### src/rtl/mem_ctrl_pkg.sv
// Shared types and helpers for the unified memory arbiter: access sizes, FSM states, owners
// and the alignment rule applied to data-side accesses.
package mem_ctrl_pkg;

   typedef enum logic [1:0] {
      SZ_B = 2'b00,
      SZ_H = 2'b01,
      SZ_W = 2'b10
   } size_t;

   typedef enum logic [1:0] {
      IDLE = 2'b00,
      CMD  = 2'b01,
      WAIT = 2'b10,
      RESP = 2'b11
   } state_t;

   typedef enum logic {
      OWN_IF = 1'b0,
      OWN_DM = 1'b1
   } owner_t;

   // Size code 2'b11 has no legal meaning, so it is reported as misaligned.
   function automatic logic is_misaligned(input logic [1:0] size, input logic [1:0] addr_lo);
      logic r;
      case (size)
         2'b00:   r = 1'b0;
         2'b01:   r = addr_lo[0];
         2'b10:   r = (addr_lo != 2'b00);
         default: r = 1'b1;
      endcase
      return r;
   endfunction

endpackage

### src/rtl/mem_arb_pick.sv
// Combinational owner selection: DM has priority unless IF has been waiting through
// MAX_CONSEC back-to-back DM grants.
module mem_arb_pick #(
   parameter int MAX_CONSEC = 4,
   parameter int CW         = 3
) (
   input  logic          i_if_req,
   input  logic          i_dm_req,
   input  logic [CW-1:0] i_consec,
   output logic          o_grant_dm,
   output logic          o_grant_if
);

   logic w_dm_allowed;

   assign w_dm_allowed = ~i_if_req | (i_consec < CW'(MAX_CONSEC));
   assign o_grant_dm   = i_dm_req & w_dm_allowed;
   assign o_grant_if   = i_if_req & ~o_grant_dm;

endmodule

### src/rtl/unified_mem_arbiter.sv
// Shares one single-ported fixed-latency RAM between instruction fetch and the memory stage,
// one access at a time, with done pulses, pipeline stalls and an anti-starvation counter.
module unified_mem_arbiter
   import mem_ctrl_pkg::*;
#(
   parameter int WIDTH      = 32,
   parameter int MEM_LAT    = 2,
   parameter int MAX_CONSEC = 4
) (
   input  logic             clk,
   input  logic             rst_n,
   input  logic             if_req,
   input  logic [WIDTH-1:0] if_addr,
   output logic             if_done,
   output logic [WIDTH-1:0] if_rdata,
   input  logic             dm_req,
   input  logic             dm_we,
   input  logic [1:0]       dm_size,
   input  logic [WIDTH-1:0] dm_addr,
   input  logic [WIDTH-1:0] dm_wdata,
   output logic             dm_done,
   output logic [WIDTH-1:0] dm_rdata,
   output logic             dm_misalign,
   output logic             stall_F,
   output logic             stall_M,
   output logic             mem_en,
   output logic             mem_we,
   output logic [1:0]       mem_size,
   output logic [WIDTH-1:0] mem_addr,
   output logic [WIDTH-1:0] mem_wdata,
   input  logic [WIDTH-1:0] mem_rdata,
   output logic [1:0]       dbg_state
);

   localparam int CW = $clog2(MAX_CONSEC + 1);
   localparam int LW = (MEM_LAT > 1) ? $clog2(MEM_LAT) : 1;

   // Handshake: a requester raises *_req with stable fields and holds both until its *_done
   // pulse; requests are only sampled in IDLE, and done is a single-cycle pulse in RESP.

   state_t           r_state;
   state_t           w_state_nx;
   owner_t           r_owner;
   logic [WIDTH-1:0] r_addr;
   logic             r_we;
   logic [1:0]       r_size;
   logic [WIDTH-1:0] r_wdata;
   logic             r_misalign;
   logic [LW-1:0]    r_lat_cnt;
   logic [CW-1:0]    r_consec;
   logic [WIDTH-1:0] r_if_rdata;
   logic [WIDTH-1:0] r_dm_rdata;

   logic             w_grant_dm;
   logic             w_grant_if;
   logic             w_dm_misalign;
   logic             w_in_idle;
   logic             w_in_resp;

   mem_arb_pick #(
      .MAX_CONSEC (MAX_CONSEC),
      .CW         (CW)
   ) u_pick (
      .i_if_req   (if_req),
      .i_dm_req   (dm_req),
      .i_consec   (r_consec),
      .o_grant_dm (w_grant_dm),
      .o_grant_if (w_grant_if)
   );

   assign w_dm_misalign = is_misaligned(dm_size, dm_addr[1:0]);
   assign w_in_idle     = (r_state == IDLE);
   assign w_in_resp     = (r_state == RESP);

   always_ff @(posedge clk or negedge rst_n) begin
      if (!rst_n) begin
         r_state <= IDLE;
      end else begin
         r_state <= w_state_nx;
      end
   end

   // Misaligned DM accesses skip the RAM entirely and answer from IDLE straight to RESP.
   always_comb begin
      w_state_nx = r_state;
      unique case (r_state)
         IDLE: begin
            if (w_grant_dm) begin
               w_state_nx = w_dm_misalign ? RESP : CMD;
            end else if (w_grant_if) begin
               w_state_nx = CMD;
            end
         end
         CMD:  w_state_nx = WAIT;
         WAIT: begin
            if (r_lat_cnt == '0) begin
               w_state_nx = RESP;
            end
         end
         RESP: w_state_nx = IDLE;
      endcase
   end

   always_ff @(posedge clk or negedge rst_n) begin
      if (!rst_n) begin
         r_owner    <= OWN_IF;
         r_addr     <= '0;
         r_we       <= 1'b0;
         r_size     <= 2'b00;
         r_wdata    <= '0;
         r_misalign <= 1'b0;
         r_lat_cnt  <= '0;
         r_consec   <= '0;
         r_if_rdata <= '0;
         r_dm_rdata <= '0;
      end else begin
         if (w_in_idle && (w_grant_dm || w_grant_if)) begin
            r_owner    <= w_grant_dm ? OWN_DM : OWN_IF;
            r_addr     <= w_grant_dm ? dm_addr : if_addr;
            r_we       <= w_grant_dm & dm_we;
            r_size     <= w_grant_dm ? dm_size : SZ_W;
            r_wdata    <= w_grant_dm ? dm_wdata : '0;
            r_misalign <= w_grant_dm & w_dm_misalign;
            if (w_grant_dm && w_dm_misalign) begin
               r_dm_rdata <= '0;
            end
            // Only DM wins taken over a waiting IF count toward forcing an IF grant.
            if (w_grant_dm && if_req) begin
               if (r_consec != CW'(MAX_CONSEC)) begin
                  r_consec <= r_consec + CW'(1);
               end
            end else begin
               r_consec <= '0;
            end
         end

         if (r_state == CMD) begin
            r_lat_cnt <= LW'(MEM_LAT - 1);
         end else if ((r_state == WAIT) && (r_lat_cnt != '0)) begin
            r_lat_cnt <= r_lat_cnt - LW'(1);
         end

         if ((r_state == WAIT) && (r_lat_cnt == '0)) begin
            if (r_owner == OWN_IF) begin
               r_if_rdata <= mem_rdata;
            end else begin
               r_dm_rdata <= mem_rdata;
            end
         end
      end
   end

   assign if_done     = w_in_resp && (r_owner == OWN_IF);
   assign dm_done     = w_in_resp && (r_owner == OWN_DM);
   assign dm_misalign = dm_done & r_misalign;
   assign if_rdata    = r_if_rdata;
   assign dm_rdata    = r_dm_rdata;

   assign stall_F     = if_req & ~if_done;
   assign stall_M     = dm_req & ~dm_done;

   assign mem_en      = (r_state == CMD);
   assign mem_we      = mem_en & r_we;
   assign mem_size    = r_size;
   assign mem_addr    = r_addr;
   assign mem_wdata   = r_wdata;

   assign dbg_state   = r_state;

endmodule
### config.mk
export PLATFORM = sky130hd
export DESIGN_NAME = unified_mem_arbiter
export DESIGN_NICKNAME = d
export VERILOG_FILES = /design/src/rtl/mem_ctrl_pkg.sv /design/src/rtl/mem_arb_pick.sv /design/src/rtl/unified_mem_arbiter.sv
export SDC_FILE = /design/constraint.sdc
export NUM_CORES = 1
export LEC_CHECK = 0
export ABC_AREA = 1
export CAP_MARGIN = 20
export CORE_ASPECT_RATIO = 1.2
export CORE_MARGIN = 3
export CORE_UTILIZATION = 38
export CTS_BUF_LIST = sky130_fd_sc_hd__clkbuf_16
export CTS_CLUSTER_SIZE = 30
export DETAILED_ROUTE_END_ITERATION = 16
export PLACE_DENSITY = 0.83
export SETUP_SLACK_MARGIN = 0.1
export SLEW_MARGIN = 20
export SYNTH_ARGS = -nofsm -noshare
export SYNTH_HDL_FRONTEND = slang
export SYNTH_SLANG_ARGS = --single-unit
export TNS_END_PERCENT = 10
### constraint.sdc
create_clock -name clk -period 1.5 [get_ports clk]
set_input_delay 0.3 -clock clk [delete_from_list [all_inputs] [get_ports clk]]
set_output_delay 0.3 -clock clk [all_outputs]
set_load 0.02 [all_outputs]
### Yosys cells after proc, flatten, opt, wreduce, memory -nomap -nowiden

Index checks and enable logic that the tools add are counted.

* add/sub/neg operators: 2
* multipliers: 0
* divide/modulo/power cells: 0
* $lt $le $gt $ge: 1
* equal/unequal tests: 9
* shift operators: 0
* mux-type cells: 18
* bitwise logic cells: 15
* reductions and logical operators: 15

Operator list (count)
* two-way mux 32 bit: 6
* two-way mux 2 bit: 5
* AND 1 bit: 8
* case mux 2 bit (4 select lines): 1
* logical AND 1 bit: 7
* equality test 2 bit, second input constant: 3
* two-way mux 3 bit: 2
* inverter 1 bit: 6
* AND reduction 2 bit: 3
* equality test 2 x 1 -> 1 bit, second input constant: 2
* logical NOT 2 bit: 2
* nonzero test 2 bit: 2
* adder 3 x 1 -> 3 bit, second input constant: 1
* < comparator 3 bit, second input constant: 1
* two-way mux 1 bit: 3
* inequality test 3 x 2 -> 1 bit, second input constant: 1
* inequality test 3 bit, second input constant: 1
* case mux 1 bit (3 select lines): 1
* inequality test 2 x 1 -> 1 bit, second input constant: 1
* inequality test 2 bit, second input constant: 1
* logical OR 1 bit: 1
* bitwise OR 1 bit: 1
* subtractor 1 bit, second input constant: 1

* register bits: 139
* bits in latches: 0
* RAM bits: 0
* memory bits (read-only): 0
* input port bits: 135
* word-level logic and storage cells: 71
* memories kept: 0

### Longest topological paths before layout

* depth after elaboration: 10
* depth in mapped cells: 9
* mapped depth without buffers: 8

### By module

Synthesis repeated with hierarchy kept, for this count alone.

* cells, all modules: 676
* area, all modules: 5993.2 µm²

By module, submodules not included
* unified_mem_arbiter: instances 1, cells each 672, area an instance 5965.7 µm², seq. area each 3478.3 µm²
* mem_arb_pick: instances 1, cells each 4, area an instance 27.5 µm², seq. area each 0.0 µm²

### Least setup slack after synthesis

OpenSTA, ideal clock, no wires.

* kind: register to register
* start point: reg r_state[0] (netlist: dbg_state[0])
* end point: reg r_dm_rdata[10] (netlist: dm_rdata[10])
* library setup time: 0.065 ns
* arrival time: 1.573 ns
* required time: 1.435 ns
* setup slack: -0.137 ns
* stages on the path, launching flop included: 9
* clock period less this slack: 1.637 ns
* path through: dfrtp_1 -> inv_1 -> ha_1 -> inv_1 -> nor2_4 -> nand2_1 -> clkbuf_1 -> nand3_1 -> nand2_1

* cells in the longest elaborated chain, start to end: 5

Ends and longest elaborated chain
* from (decl): line unified_mem_arbiter.sv:41 `state_t r_state;`
* from (signal assigned): line unified_mem_arbiter.sv:79 `r_state <= w_state_nx;`
* logical NOT 2 bit: line unified_mem_arbiter.sv:72 `assign w_in_idle = (r_state == IDLE);`
* logical AND 1 bit: line unified_mem_arbiter.sv:117 `if (w_in_idle && (w_grant_dm || w_grant_if)) begin`
* two-way mux 32 bit: line unified_mem_arbiter.sv:117
* two-way mux 32 bit: line unified_mem_arbiter.sv:144 `if (r_owner == OWN_IF) begin`
* two-way mux 32 bit *: line unified_mem_arbiter.sv:143 `if ((r_state == WAIT) && (r_lat_cnt == '0)) begin`
* to (signal assigned): line unified_mem_arbiter.sv:147 `r_dm_rdata <= mem_rdata;`
* to (decl): line unified_mem_arbiter.sv:52 `logic [WIDTH-1:0] r_dm_rdata;`

Every way passes the cells marked *; elsewhere a longest branch is shown, timed or not.
A chain may end at the register's enable or synchronous reset.

### Worst setup path after layout

* start point: reg r_state[1] (netlist: dbg_state[1])
* end point: out dm_done

* cells in the longest elaborated chain, start to end: 2

Ends and longest elaborated chain
* equality test 2 bit: line unified_mem_arbiter.sv:73 `assign w_in_resp = (r_state == RESP);`
* logical AND 1 bit: line unified_mem_arbiter.sv:154 `assign dm_done = w_in_resp && (r_owner == OWN_DM);`
* to (decl): line unified_mem_arbiter.sv:21 `output logic dm_done,`

Every way passes these cells.

==> flow_summary.yaml <==
synth:
  synth_cells: 735
  synth_warnings: 0
  netlist.area_leader.share_pct: 57.1
  ys_seq_elements: 139
  synth-edff-count: 0
  mappedNetlistArea_um2: 6090
  yosysMostFrequentCell: "nand2_1"
  synth_cell_types: 21
  synth_common_cells: "273 x nand2_1, 139 x dfrtp_1, 100 x nand3_1, 82 x inv_1, 64 x o21ai_0"
  synthFlopType: "dfrtp_1"
  synthTopCellsByArea: "dfrtp_1 57%, nand2_1 17%, nand3_1 8.2%"
  synthesis.nets: 877
  synth.largest_area_cell: "dfrtp_1"
  yosysSeqAreaShare_pct: 57.1
  synthArstFlopShare_pct: 100
  avgSynthCellArea_um2: 8.29
finish:
  multi_input_area_um2: 2450
  area_growth_pct: 71.2
  seq_area_um2: 3480
  fill_cells: 1304
  finalNonFillerCells: 1265
  antenna_cells: 0
  final_layout_size_suffix_gt1_share_pct: 28.0
  layout.nets: 1186
  post-route-cell-area_um2: 10400
  fin_util_pct: 66.7
outcome:
  status: "complete, but fails checks"
  violations: "negative setup slack"
floorplan:
  core-area_um2: 15600
  row_count: 50
  start_util_pct: 38.9
  die_h_um: 145
  num_io_pins: 274
  fp.dieW_um: 122
  die_area_um2: 17600
route:
  totalWireLength_um: 20400
  wl_per_cell_um: 16.1
  drtPass1Iterations: 4
  ant_nets: 0
  via_per_inst: 4.80
  num_vias: 6070
  drcViolationCount: 0
  drtIter0Drc: 311
global_route:
  grt_max_degree: 46
  grt_usage_pct: 22.2
  antenna_found_initial: 0
  grt_pass1_vias: 5912
  grt-ovfl-total: 0
  grt_pass1_wl_um: 30400
place:
  gp_congestion: 0.773
  dpl.hpwl_um: 13400
  dp.cells: 1212
  portBuffers: 273
  dpl_cell_area_um2: 9290
worst_setup_path:
  crit_path_end_kind: "primary output"
  reg2reg_depth: 11
  setup.worst_path.start: "dbg_state[1]"
  worstPathRequired_ps: 1200
  arrival_ps: 1380
  worst-path-max-fanout: 4
  path_class: "register to primary output"
  startpoint_type: "register"
  reg2reg_from: "dbg_state[0]"
  r2r_end: "dm_rdata[13]"
  reg2reg_slack_ps: -150
pwr:
  p_int_w: 0.0126
  sequentialPowerShare_pct: 30.2
  p_comb_share_pct: 48.0
  switching_share_pct: 40.1
  p_leak_nw: 5.21
  pwr-share-clk_pct: 21.8
  p_switching_w: 0.00847
  ir_worst_vdd_uv: 978
  finalPower_w: 0.0211
  power_density_nw_per_um2: 2020
clock_tree:
  clock_latency_ps: 410
  h-tree-depth: 4
  cts_tree: "yes"
  ctsRootBufferMaster: "clkbuf_16"
  clkTransAtPathRegs_ps: 60
  cts.sinks: 139
  cts_buffers: 17
  clk_path_buf_depth: 2
timing:
  fmax_mhz: 594
  worst_pin_slew_ps: 444
  finalHoldViolations: 0
  fin_skew_ps: 7.14
  slew_headroom_pct: 70.4
  setup_violations: 124
  rsz0062_at_grt: "yes"
  min_period_over_period_pct: 112
  min_period_ps: 1680
  maxSlewViolCount: 0
  fin_ws_ps: -183
min_path:
  hold_class: "primary input to asynchronous set/reset pin"
flow_run:
  maxCapViolCount: 0
per-layer routing:
metal	share of wire, %	global-route usage (%)	up-vias
met2	51	39.2	265
li1	-	-	2923
met4	2.7	7.85	0
met1	39	25.3	2849
met3	7.8	7.35	33
met5	0	0	-
per-stage QoR:
step | setup WS, ps | setup TNS, ps | hold slack (ps)
global route | -244 | -20120 | 426
global placement | -456 | -23010 | 259
finish | -183 | -11550 | 386
detailed placement | -429 | -26480 | 257
floorplan | 36.7 | 0 | 4.41
CTS | -211 | -10380 | 385
worst max path at each step:
stage,to,slack (ps),cells after the start
floorplan,stall_F,40,4
global placement,stall_M,-460,4
detailed placement,stall_M,-430,4
CTS,stall_M,-210,5
global route,dm_done,-240,5
finish,dm_done,-180,5
worst max-delay path, stage by stage (launching register included):
cell and delay [ps]:
dfrtp_2 440, ha_4 180, nand2_2 70, inv_2 50, buf_6 110, buf_6 120
layout make-up:
class | instances | share of cell area (%)
Multi-Input combinational cell | 470 | 23.5
Timing Repair Buffer | 332 | 31.3
Inverter | 84 | 3.14
Sequential cell | 139 | 33.4
Tap cell | 208 | 2.50
Clock inverter | 15 | 2.12
Clock buffer | 17 | 4.08
cells by family (layout without fill, tap and decap cells):
family          count (synthesis)  count (layout)  synth area share (%)
fa+ha+maj                       7               7                  1.44
compound gates                 76              76                  6.47
flops                         139             139                  57.1
simple gates                  387             387                  26.3
buf+inv                       126             448                  8.67
sequential cells by signal, summed over array words and instances (netlist names):
| signal | cells |
|---|---|
| dbg_state | 2 |
| mem_size | 2 |
| mem_wdata | 32 |
| r_we | 1 |
| dm_rdata | 32 |
| r_consec | 3 |
| r_misalign | 1 |
| r_owner | 1 |
| r_lat_cnt | 1 |
| if_rdata | 32 |
| mem_addr | 32 |
placed cells by master, fill, tap and decap left out, types with 7 or more instances in the layout:
cell type and n:
nor2_1 7, nand3_1 67, clkbuf_2 25, dlygate4sd2_1 22, clkbuf_16 21, buf_4 26
o21ai_0 7, buf_6 17, nand2_2 12, buf_2 42, inv_1 75, o21ai_1 49
dfrtp_1 137, clkdlybuf4s15_2 42, clkdlybuf4s50_1 133, o21ai_2 17, nand2_1 259, buf_12 12
nand3_2 31
timing repair:
action | CTS | global route
resized for setup | 454 | 149
hold buffers | 1 | 0
setup buffers | 9 | 2
endpoints found under the setup margin | 275 | 230
pin swaps | 10 | 11
hold endpoints to repair | 36 | 0
cloned | 5 | 4
power groups by stage:
stage	Combinational (W)	Sequential, W	Clock (W)
6_report	0.0101	0.00637	0.00460
5_1_grt	0.0109	0.00654	0.00487
4_1_cts	0.00982	0.00636	0.00468
3_5_place_dp	0.00950	0.00633	0
3_3_place_gp	0.00933	0.00627	0
2_1_floorplan	0.00275	0.00818	0
(Power assumes the default switching activity.)
